[config.mk]
export PLATFORM = sky130hd
export DESIGN_NAME = led_pattern_ctrl
export DESIGN_NICKNAME = d
export VERILOG_FILES = /design/src/rtl/led_pattern_ctrl.sv
export SDC_FILE = /design/constraint.sdc
export NUM_CORES = 1
export LEC_CHECK = 0
export CORE_UTILIZATION = 40
export DETAILED_ROUTE_END_ITERATION = 10
export HOLD_SLACK_MARGIN = 0.03
export PLACE_DENSITY = 0.62
export SLEW_MARGIN = 0
export SYNTH_ARGS = -nofsm -noshare
export SYNTH_HDL_FRONTEND = slang
export SYNTH_SLANG_ARGS = --single-unit
[constraint.sdc]
create_clock -name WB_CLK -period 2.15 [get_ports WB_CLK]
set_input_delay 0.43 -clock WB_CLK [delete_from_list [all_inputs] [get_ports WB_CLK]]
set_output_delay 0.43 -clock WB_CLK [all_outputs]
set_load 0.02 [all_outputs]
[src/rtl/led_pattern_ctrl.sv]
// LED pattern sequencer for the EOS S3 fabric LEDs: accepts mode/period commands and
// steps an off/blink/chase/count pattern on a prescaled tick.
module led_pattern_ctrl #(
    parameter int TICK_DIV   = 50000,
    parameter int PRESCALE_W = 16
) (
    input  logic       WB_CLK,
    input  logic       WB_RST,
    input  logic       cmd_valid,
    output logic       cmd_ready,
    input  logic [1:0] cmd_mode,
    input  logic [7:0] cmd_period,
    output logic [2:0] led,
    output logic       step_tick,
    output logic       running
);

    typedef enum logic [1:0] {
        IDLE  = 2'd0,
        APPLY = 2'd1,
        RUN   = 2'd2
    } state_e;

    localparam logic [1:0] MODE_OFF   = 2'd0;
    localparam logic [1:0] MODE_BLINK = 2'd1;
    localparam logic [1:0] MODE_CHASE = 2'd2;
    localparam logic [1:0] MODE_COUNT = 2'd3;

    localparam logic [PRESCALE_W-1:0] PRESC_MAX = PRESCALE_W'(TICK_DIV - 1);

    state_e                state_q, state_d;
    logic [PRESCALE_W-1:0] presc_q, presc_d;
    logic [7:0]            step_q, step_d;
    logic [1:0]            mode_q, mode_d;
    logic [7:0]            period_q, period_d;
    logic [2:0]            led_q, led_d;
    logic                  step_tick_q, step_tick_d;

    logic accept;
    logic tick;

    assign cmd_ready = (state_q != APPLY);
    assign running   = (state_q == RUN);
    assign accept    = cmd_valid && cmd_ready;
    assign tick      = running && (presc_q == PRESC_MAX);

    assign led       = led_q;
    assign step_tick = step_tick_q;

    function automatic logic [2:0] advance(input logic [1:0] mode, input logic [2:0] cur);
        case (mode)
            MODE_BLINK: advance = ~cur;
            MODE_CHASE: advance = {cur[1:0], cur[2]};
            MODE_COUNT: advance = cur + 3'd1;
            default:    advance = cur;
        endcase
    endfunction

    always_ff @(posedge WB_CLK) begin
        if (WB_RST) begin
            state_q     <= IDLE;
            presc_q     <= '0;
            step_q      <= '0;
            mode_q      <= MODE_OFF;
            period_q    <= 8'd1;
            led_q       <= 3'b000;
            step_tick_q <= 1'b0;
        end else begin
            state_q     <= state_d;
            presc_q     <= presc_d;
            step_q      <= step_d;
            mode_q      <= mode_d;
            period_q    <= period_d;
            led_q       <= led_d;
            step_tick_q <= step_tick_d;
        end
    end

    // A command accepted in RUN preempts any advance due on the same edge.
    always_comb begin
        state_d     = state_q;
        presc_d     = presc_q;
        step_d      = step_q;
        mode_d      = mode_q;
        period_d    = period_q;
        led_d       = led_q;
        step_tick_d = 1'b0;

        if (accept) begin
            mode_d   = cmd_mode;
            period_d = (cmd_period == 8'd0) ? 8'd1 : cmd_period;
        end

        case (state_q)
            IDLE: begin
                presc_d = '0;
                step_d  = '0;
                if (accept) begin
                    state_d = APPLY;
                end
            end
            APPLY: begin
                presc_d = '0;
                step_d  = '0;
                case (mode_q)
                    MODE_BLINK: led_d = 3'b111;
                    MODE_CHASE: led_d = 3'b001;
                    default:    led_d = 3'b000;
                endcase
                state_d = (mode_q == MODE_OFF) ? IDLE : RUN;
            end
            RUN: begin
                if (accept) begin
                    presc_d = '0;
                    step_d  = '0;
                    state_d = APPLY;
                end else begin
                    presc_d = tick ? '0 : presc_q + 1'b1;
                    if (tick) begin
                        if (step_q == period_q - 8'd1) begin
                            step_d      = '0;
                            led_d       = advance(mode_q, led_q);
                            step_tick_d = 1'b1;
                        end else begin
                            step_d = step_q + 8'd1;
                        end
                    end
                end
            end
            default: begin
                state_d = IDLE;
            end
        endcase
    end

endmodule

## Word level (Yosys, flattened, before mapping)

Cells that the tools add are included.

| word-level totals | value |
|---|---|
| memories | 0 |
| bits in registers | 40 |
| word-level logic and storage cells | 58 |
| RAM bits | 0 |
| ROM bits | 0 |
| latch bits | 0 |

| cells by class | value |
|---|---|
| bitwise logic cells | 3 |
| order comparisons | 0 |
| multipliers | 0 |
| equality and inequality tests | 14 |
| reduce and logical (&&, ||, !) cells | 12 |
| muxes and demuxes | 18 |
| shift operators | 0 |
| div/mod/pow operators | 0 |
| add/subtract/negate cells | 4 |

Operators by type and width:

| operator | count |
|---|---|
| $mux 16 | 2 |
| $mux 8 | 4 |
| $pmux 16 s2 | 1 |
| $add 16x1->16 const B | 1 |
| $eq 16x16->1 const B | 1 |
| $pmux 8 s2 | 1 |
| $pmux 3 s2 | 2 |
| $mux 3 | 3 |
| $pmux 3 s3 | 1 |
| $add 8x1->8 const B | 1 |
| $eq 8x8->1 | 1 |
| $logic_not 8->1 | 1 |
| $ne 2x1->1 const B | 4 |
| $sub 8x1->8 const B | 1 |
| $eq 2x2->1 const B | 3 |
| $reduce_and 5->1 | 1 |
| $eq 2x1->1 const B | 2 |
| $logic_not 2->1 | 2 |
| $mux 2 | 2 |
| $ne 4x1->1 const B | 1 |
| $pmux 2 s2 | 1 |
| $reduce_bool 2->1 | 2 |
| $reduce_or 2->1 | 2 |
| $reduce_or 4->1 | 1 |
| 8 further kinds | 10 |

## Depth between registers and ports, before layout

Gate-level depths: netlist (run 1).

| logic depth | value |
|---|---|
| word-level depth | 6 |
| mapped depth | 12 |
| depth with buffers taken out | 9 |

## Worst setup path before layout (run 1)

No wires, ideal clock.

| timing | value |
|---|---|
| kind | register to register |
| start | reg period_q[0] |
| end | reg step_q[3] |
| period minus slack after synthesis | 2.176 ns |
| arrival time | 2.101 ns |
| path buffers | 2 |
| stages on the path, launching flop included | 12 |
| slack | -0.026 ns |
| cells stage by stage | dfxtp_1 -> buf_6 -> inv_1 -> ha_1 -> clkbuf_1 -> xor2_1 -> nor4_1 -> a41oi_1 -> nand2_1 -> and3_4 -> or4_1 -> a31oi_1 |

| on the way | value |
|---|---|
| word-level cells in the longest chain between the ends | 6 |

Ends and longest elaborated chain:

| item | RTL line | source |
|---|---|---|
| start: declaration | 35 | `logic [7:0] period_q, period_d;` |
| start signal: assignment | 73 | `period_q <= period_d;` |
| $sub 8x1->8 | 120 | `if (step_q == period_q - 8'd1) begin` |
| $eq 8x8->1 | 120 |  |
| $mux 8 | 120 |  |
| $mux 8 | 119 | `if (tick) begin` |
| $mux 8 | 113 | `if (accept) begin` |
| $pmux 8 s2 | 94 | `case (state_q)` |
| end signal: assignment | 71 | `step_q <= step_d;` |
| end: declaration | 33 | `logic [7:0] step_q, step_d;` |

No other way between the ends. The select of a mux whose other input is x is not followed.
A chain may end at the register's enable or synchronous reset.

## Worst setup path after layout (run 1)

| timing | value |
|---|---|
| start | reg period_q[0] |
| end | reg led_q[1], in the netlist led[1] |

| on the way | value |
|---|---|
| word-level cells in the longest chain between the ends | 4 |

Ends and longest elaborated chain:

| item | RTL line | source |
|---|---|---|
| $sub 8x1->8 | 120 |  |
| $eq 8x8->1 | 120 |  |
| $ne 2x1->1 (no source line) | n/a |  |
| $reduce_and 5->1 (no source line) | n/a |  |
| end signal: assignment | 74 | `led_q <= led_d;` |
| end: declaration | 36 | `logic [2:0] led_q, led_d;` |

No other way between the ends.

==> results.md, run 1 <==
- Reg power frac: 50.8%
- Die width: 79.1 um
- Port Buffers: 18
- Global-route wire length before repair: 9220 um
- Slew @ Worst Pin: 0.523 ns
- Psw: 0.000433 W
- Gr ovfl total: 0
- Startpoint Class: flip-flop
- Mapped cell area: 2380 sq um
- Number of synthesized register bits: 40
- Clock Skews: 0.00742 ns
- Synth top area share: 33.7%
- Root buf cell: clkbuf_8
- Async set-reset flop share out of synthesis: 0%
- Final Setup Violations: 0
- Number of enable flip-flop cells after synthesis: 0
- Hold EP: mode_q[0]$_SDFFE_PP0P_
- Crit-path max cell delay: 0.57 ns
- Cells after Synth: 294
- Hold Path Class: flip-flop to flip-flop
- Worst-path cell chain: or4_4, nor4_2, a41oi_1, nand2_1, nand3_2, or4_4, nand3_1
- Vias in the first global route: 2013
- Worst Path Required: 2.39 ns
- CTS sink cnt: 40
- Ratio of cells with drive above 1 in the final layout: 17.7%
- Reg2reg setup slack: 0.07 ns
- Leak pwr: 1.09 nW
- Status: finished clean
- Hold wc startpoint: mode_q[0]$_SDFFE_PP0P_
- Worst setup EP type: flip-flop
- Largest net degree at the start of global routing: 16
- VDD IR max: 0.266 mV
- Yosys top cell by area: dfxtp_1
- DRC: 0
- Netlist cell types: 49
- Sw frac: 27.8%
- Global Route Usage Sum: 18.6%
- Unrepaired setup endpoints after global routing: yes
- Core ar.: 5610 sq um
- Hpwl dp: 3930 um
- Setup WS pre-CTS: -0.0603 ns
- Final instance area: 2960 sq um
- Critical path peak fanout: 4
- Crit path kind: flip-flop to flip-flop
- Avg WL per Cell: 13.3 um
- RR Endpoint: led[1]$_SDFFE_PP0P_
- Commonest cells after routing, fill and taps aside: dfxtp_1 (36), nand2_1 (35), nor2_1 (29)
- Drt total wl: 5390 um
- Sequential-to-total area share from yosys stat: 33.7%
- Net count after synthesis: 319
- # placed instances: 397
- Initial core utilization: 42.4%
- Clock buffer depth: 2
- CP delay by family, top: simple AND/OR/NAND/NOR gates
- Ports: 19
- Clock period minus worst slack: 2.08 ns
- Max-slew violation count: 0
- Pint: 0.00113 W
- CTS tree: yes
- FP Rows: 27
- Final Non-Filler Cells: 406
- Slew margin rel.: 65.0%
- Final hold vios: 0
- Syn avg cell area: 8.09 sq um
- Routability cong.: 0.753
- Later-pin clock latency in the skew report: 0.29 ns
- TritonRoute pass-1 iters: 5
- Antenna viol nets, final: 0
- Initial antenna violation count: 0
- Post-layout util: 52.8%
- Worst Path Arrival: 2.32 ns
- Crit path buffers/inverters: 0
- Clock Pin Slew Worst Setup and Hold Paths: 0.08 ns
- Post-DP Area: 2790 sq um
- Power Density: 527 nW/um^2
- R2R depth: 7
- Vias/cell: 5.40
- Commonest non-fill, non-tap cell in the layout: dfxtp_1
- Comb pwr share: 17.6%
- Max Cap Violations: 0
- Via count: 2191
- Clock network power share: 31.6%
- Inserted Clock Buffers: 5
- Hold depth: 2
- Max frequency: 480 MHz
- Tcrit/Tclk final: 96.8%
- Synth warn: 0
- Area of the die: 6260 sq um
- Die height: 79.1 um
- R2r startpoint: period_q[0]$_SDFFE_PP1P_
- Initial drt markers: 120
- Most used DFF post-synth: dfxtp_1
- Max H-tree Level: 2
- CP max-delay cell: or4_4
- Final worst slack: 0.0687 ns
- Hold Buf Count CTS: 0
- Cell mode on critical path: or4_4
- Synth top area cells: dfxtp_1 (34%), ha_1 (6.3%), nand2_1 (5.7%)
- Overall Power: 0.00156 W
- Layout Nets: 358
- Antenna diodes: 0
- Area added between synthesis and finish: 24.6%
## power by group through the flow
stage / logic, W / clock network (W) / registers [W]
2_1_floorplan: 0.000160 / 0 / 0.000807
3_3_place_gp: 0.000251 / 0 / 0.000805
3_5_place_dp: 0.000256 / 0 / 0.000806
4_1_cts: 0.000261 / 0.000514 / 0.000789
5_1_grt: 0.000308 / 0.000538 / 0.000797
6_report: 0.000275 / 0.000493 / 0.000793
## cells in the mapped netlist, types with 2 or more instances
master     n
o21bai_1   2
or4_4      2
and3_1     6
xnor2_1   10
buf_1      2
nand3_1   12
nand3b_1   4
inv_1      9
dfxtp_1   40
nor3_1     8
nand2_1   36
xor2_1    12
o21ai_0    7
buf_4      2
nor3b_1    4
clkbuf_1   9
ha_1      12
nor2_1    30
nand4_1    7
nand2b_1   4
a22oi_1    2
a31oi_1    7
o31a_1     2
a211o_1    2
a21oi_1   23
nor4_1     3
or3_1      2
or4_1      6
nor2b_1    3
nor4_2     2
a41oi_1    6
## registers in the layout, indices dropped and copies added, names as in the netlist
signal     cells
led            3
mode_q         2
period_q       8
presc_q       16
state_q        2
step_q         8
step_tick      1
## cell type report
class | instances | area (sq um)
Clock inverter | 1 | 8.76
Multi-Input combinational cell | 230 | 1540
Sequential cell | 40 | 806
Fill cell | 566 | 2650
Timing Repair Buffer | 47 | 410
Clock buffer | 7 | 76.3
Tap cell | 72 | 90.1
Inverter | 9 | 33.8
## layer usage
metal / global-route usage, % / share of wire [%] / up-vias
met5: 0 / 0 / -
met4: 7.27 / 1.5 / 0
met3: 3.45 / 3.5 / 10
met2: 30.3 / 46 / 35
met1: 24.1 / 49 / 1014
li1: - / - / 1132
## worst register-to-register path, stage by stage, from the launching register on
cell     delay (ns)
dfxtp_2        0.34
or4_4          0.57
nor4_2         0.29
a41oi_1        0.08
nand2_1        0.13
nand3_2        0.12
or4_4          0.43
nand3_1        0.08
## how the worst max path moves through the flow
stage / start / endpoint / slack [ns] / cells after the start
after floorplan: period_q[0]$_SDFFE_PP1P_ / led[2]$_SDFFE_PP0P_ / 0.02 / 10
after global placement: presc_q[5]$_SDFFE_PP0P_ / led[1]$_SDFFE_PP0P_ / -0.009 / 5
after detailed placement: presc_q[5]$_SDFFE_PP0P_ / led[1]$_SDFFE_PP0P_ / -0.06 / 5
after CTS: period_q[0]$_SDFFE_PP1P_ / step_q[7]$_SDFFE_PP0P_ / 0.01 / 10
after global routing: period_q[0]$_SDFFE_PP1P_ / led[1]$_SDFFE_PP0P_ / -0.03 / 7
final: period_q[0]$_SDFFE_PP1P_ / led[1]$_SDFFE_PP0P_ / 0.07 / 7
## metrics by stage
step	TNS (ns)	hold slack, ns
2_1_floorplan	0	0.448
3_3_place_gp	-0.00927	0.478
3_5_place_dp	-0.146	0.488
4_1_cts	0	0.499
5_1_grt	-0.0965	0.527
6_report	0	0.498
## logic make-up after synthesis
| family | Yosys count | share of synthesized area (%) |
|---|---|---|
| adder cells (fa/ha/maj) | 12 | 6.31 |
| AND/OR/NAND/NOR | 137 | 31.3 |
| XOR/XNOR | 22 | 8.10 |
| buffers and inverters | 24 | 4.47 |
| flip-flops | 40 | 33.7 |
| AO/OA/AOI/OAI | 59 | 16.1 |
## repair_timing
| item | CTS | global route |
|---|---|---|
| resized for setup | 6 | 16 |
| setup endpoints to repair | 7 | 12 |
| pin swaps | 2 | 12 |
| setup buffers | 0 | 1 |
Note: power is estimated with default switching activity, not from simulation.
==> inputs of run 2 (changes only) <==
--- a/config.mk
+++ b/config.mk
@@ -9,6 +9,7 @@
 export DETAILED_ROUTE_END_ITERATION = 10
 export HOLD_SLACK_MARGIN = 0.03
 export PLACE_DENSITY = 0.62
+export REMOVE_ABC_BUFFERS = 1
 export SLEW_MARGIN = 0
 export SYNTH_ARGS = -nofsm -noshare
 export SYNTH_HDL_FRONTEND = slang
==> run 2 against run 1 <==
  * The flow now finishes with violations (negative setup slack)
  * Non-clock buffer count increased by 5
  * Clock skew increased by 0.00095 ns
  * Global-route usage increased by 0.65 points
  * Utilization increased by 3.4 points
  * Sequential share of layout area decreased by 1.5 points
  * Die area unchanged
  * Clock power increased by 37%
  * Largest cell class unchanged
  * Largest power group unchanged
==> results.md, run 2 (synthesis results as in run 1) <==
- Tcrit/Tclk final: 102%
- Final worst slack: -0.0523 ns
- Global Route Usage Sum: 19.2%
- Worst-path cell chain: or4_4, nor4_4, a41oi_2, nand2_2, nand3_2, buf_6, or4_4, nand3_2
- Regs by FF count: presc_q x16, period_q x8, step_q x8
- Worst Path Arrival: 2.45 ns
- Core ar.: 5610 sq um
- Initial drt markers: 62
- Antenna viol nets, final: 0
- Drt total wl: 5750 um
- Slew margin rel.: 70.4%
- Largest net degree at the start of global routing: 33
- Hold wc startpoint: period_q[7]$_SDFFE_PP0P_
- Critical path peak fanout: 6
- VDD IR max: 0.253 mV
- Worst Path Required: 2.40 ns
- Pint: 0.00133 W
- Antenna diodes: 0
- # placed instances: 397
- Port Buffers: 18
- DRC: 0
- Initial core utilization: 42.4%
- Hpwl dp: 3900 um
- Vias in the first global route: 2121
- Commonest non-fill, non-tap cell in the layout: dfxtp_1
- Sw frac: 25.5%
- Clock period minus worst slack: 2.20 ns
- Top reg by flops: presc_q
- Layout fillers: 525
- Die height: 79.1 um
- Commonest cells after routing, fill and taps aside: dfxtp_1 (36), nand2_1 (35), nor2_1 (28)
- Power Density: 565 nW/um^2
- Unrepaired setup endpoints after global routing: yes
- Final Non-Filler Cells: 411
- Ratio of cells with drive above 1 in the final layout: 22.7%
- FP Rows: 27
- Psw: 0.000454 W
- Crit path from: period_q[1]$_SDFFE_PP0P_
- Slew @ Worst Pin: 0.440 ns
- Max-slew violation count: 0
- TritonRoute pass-1 iters: 4
- Later-pin clock latency in the skew report: 0.29 ns
- Routability cong.: 0.788
- Gr ovfl total: 0
- CP max-delay cell: or4_4
- Via count: 2267
- Area occupied by multi-input gates: 1620 sq um
- Setup WS pre-CTS: -0.122 ns
- Clock buffer depth: 2
- Vias/cell: 5.52
- Max Cap Violations: 0
- Max H-tree Level: 2
- Final instance area: 3150 sq um
- Max frequency: 454 MHz
- Clock Pin Slew Worst Setup and Hold Paths: 0.08 ns
- Avg WL per Cell: 14.0 um
- Clock Skews: 0.00837 ns
- Leak pwr: 1.17 nW
- Hold Buf Count CTS: 0
- Hold Path Class: flip-flop to flip-flop
- Global-route wire length before repair: 9480 um
- Failing checks: negative setup slack
- Area of the die: 6260 sq um
- Crit-path max cell delay: 0.57 ns
- Area added between synthesis and finish: 32.6%
- Crit path kind: flip-flop to flip-flop
- Ports: 19
- R2r startpoint: period_q[1]$_SDFFE_PP0P_
- Post-DP Area: 2800 sq um
- Inserted Clock Buffers: 5
- Status: finished with violations
- Root buf cell: clkbuf_8
- Register area: 811 sq um
- CTS tree: yes
- Die width: 79.1 um
- Final hold vios: 0
- Layout Nets: 363
- Reg power frac: 44.3%
- Largest register FFs: 16
- Startpoint Class: flip-flop
- CTS sink cnt: 40
- Initial antenna violation count: 0
- Comb pwr share: 17.8%
- Setup_tns: -0.0966 ns
- Clock network power share: 37.9%
- Final Setup Violations: 2
- Worst setup EP type: flip-flop
run 2: cell count changes in the layout (fill, tap and decap cells not counted), moves of 2 or more:
cell      change
a41oi_1       -4
a41oi_2       +4
buf_6         +5
clkbuf_1      -2
clkbuf_8      +2
dfxtp_2       -2
dfxtp_4       +2
nand3_1       -2
nand3_2       +2
run 2: per-layer routing:
metal  global-route usage (%)  part of all wire (%)  vias to the layer above
li1                         -                     -                     1142
met1                     24.9                    49                     1058
met2                     31.2                    46                       52
met3                     3.33                   3.9                       15
met4                     8.36                   1.9                        0
met5                        0                     0                        -
run 2: final cells by class:
cell class | count | share of cell area, %
multi-input combinational | 230 | 51.2
sequential | 40 | 25.7
timing repair buffer | 52 | 15.1
clock buffer | 7 | 3.06
tap | 72 | 2.86
inverter | 9 | 1.07
clock inverter | 1 | 0.952
run 2: path summary, 6_finish.rpt:
check / slack (ns) / cells after the start / end
worst max-delay path: -0.05 / 8 / led[2]$_SDFFE_PP0P_
worst max register to register: -0.05 / 8 / led[2]$_SDFFE_PP0P_
worst min register to register: 0.48 / 2 / period_q[7]$_SDFFE_PP0P_
worst min-delay path: 0.48 / 2 / period_q[7]$_SDFFE_PP0P_
run 2: power groups by stage:
stage / Combinational (W) / Sequential, W / Clock [W]
global route: 0.000346 / 0.000792 / 0.000721
CTS: 0.000281 / 0.000788 / 0.000696
finish: 0.000318 / 0.000789 / 0.000675
detailed placement: 0.000268 / 0.000805 / 0
global placement: 0.000266 / 0.000804 / 0
floorplan: 0.000143 / 0.000809 / 0
run 2: critical path, delay by kind of cell, from the launching register on:
kind	cells	cell delay, ns
buffers and inverters	1	0.15
flip-flops	1	0.36
AO/OA/AOI/OAI	1	0.07
AND/OR/NAND/NOR	6	1.57
run 2: per-stage QoR:
stage,utilization [%],total power (W),hold WS [ns]
after floorplan,-,0.000952,0.442
after global placement,49.9,0.00107,0.466
after detailed placement,49.9,0.00107,0.469
after CTS,53.2,0.00177,0.481
after global routing,56.2,0.00186,0.513
final,56.2,0.00178,0.478
run 2: repair_timing:
action	in CTS	in global routing
gates cloned	0	0
pin swaps	4	15
setup endpoints to repair	10	20
resized for setup	11	30
setup buffers	1	5
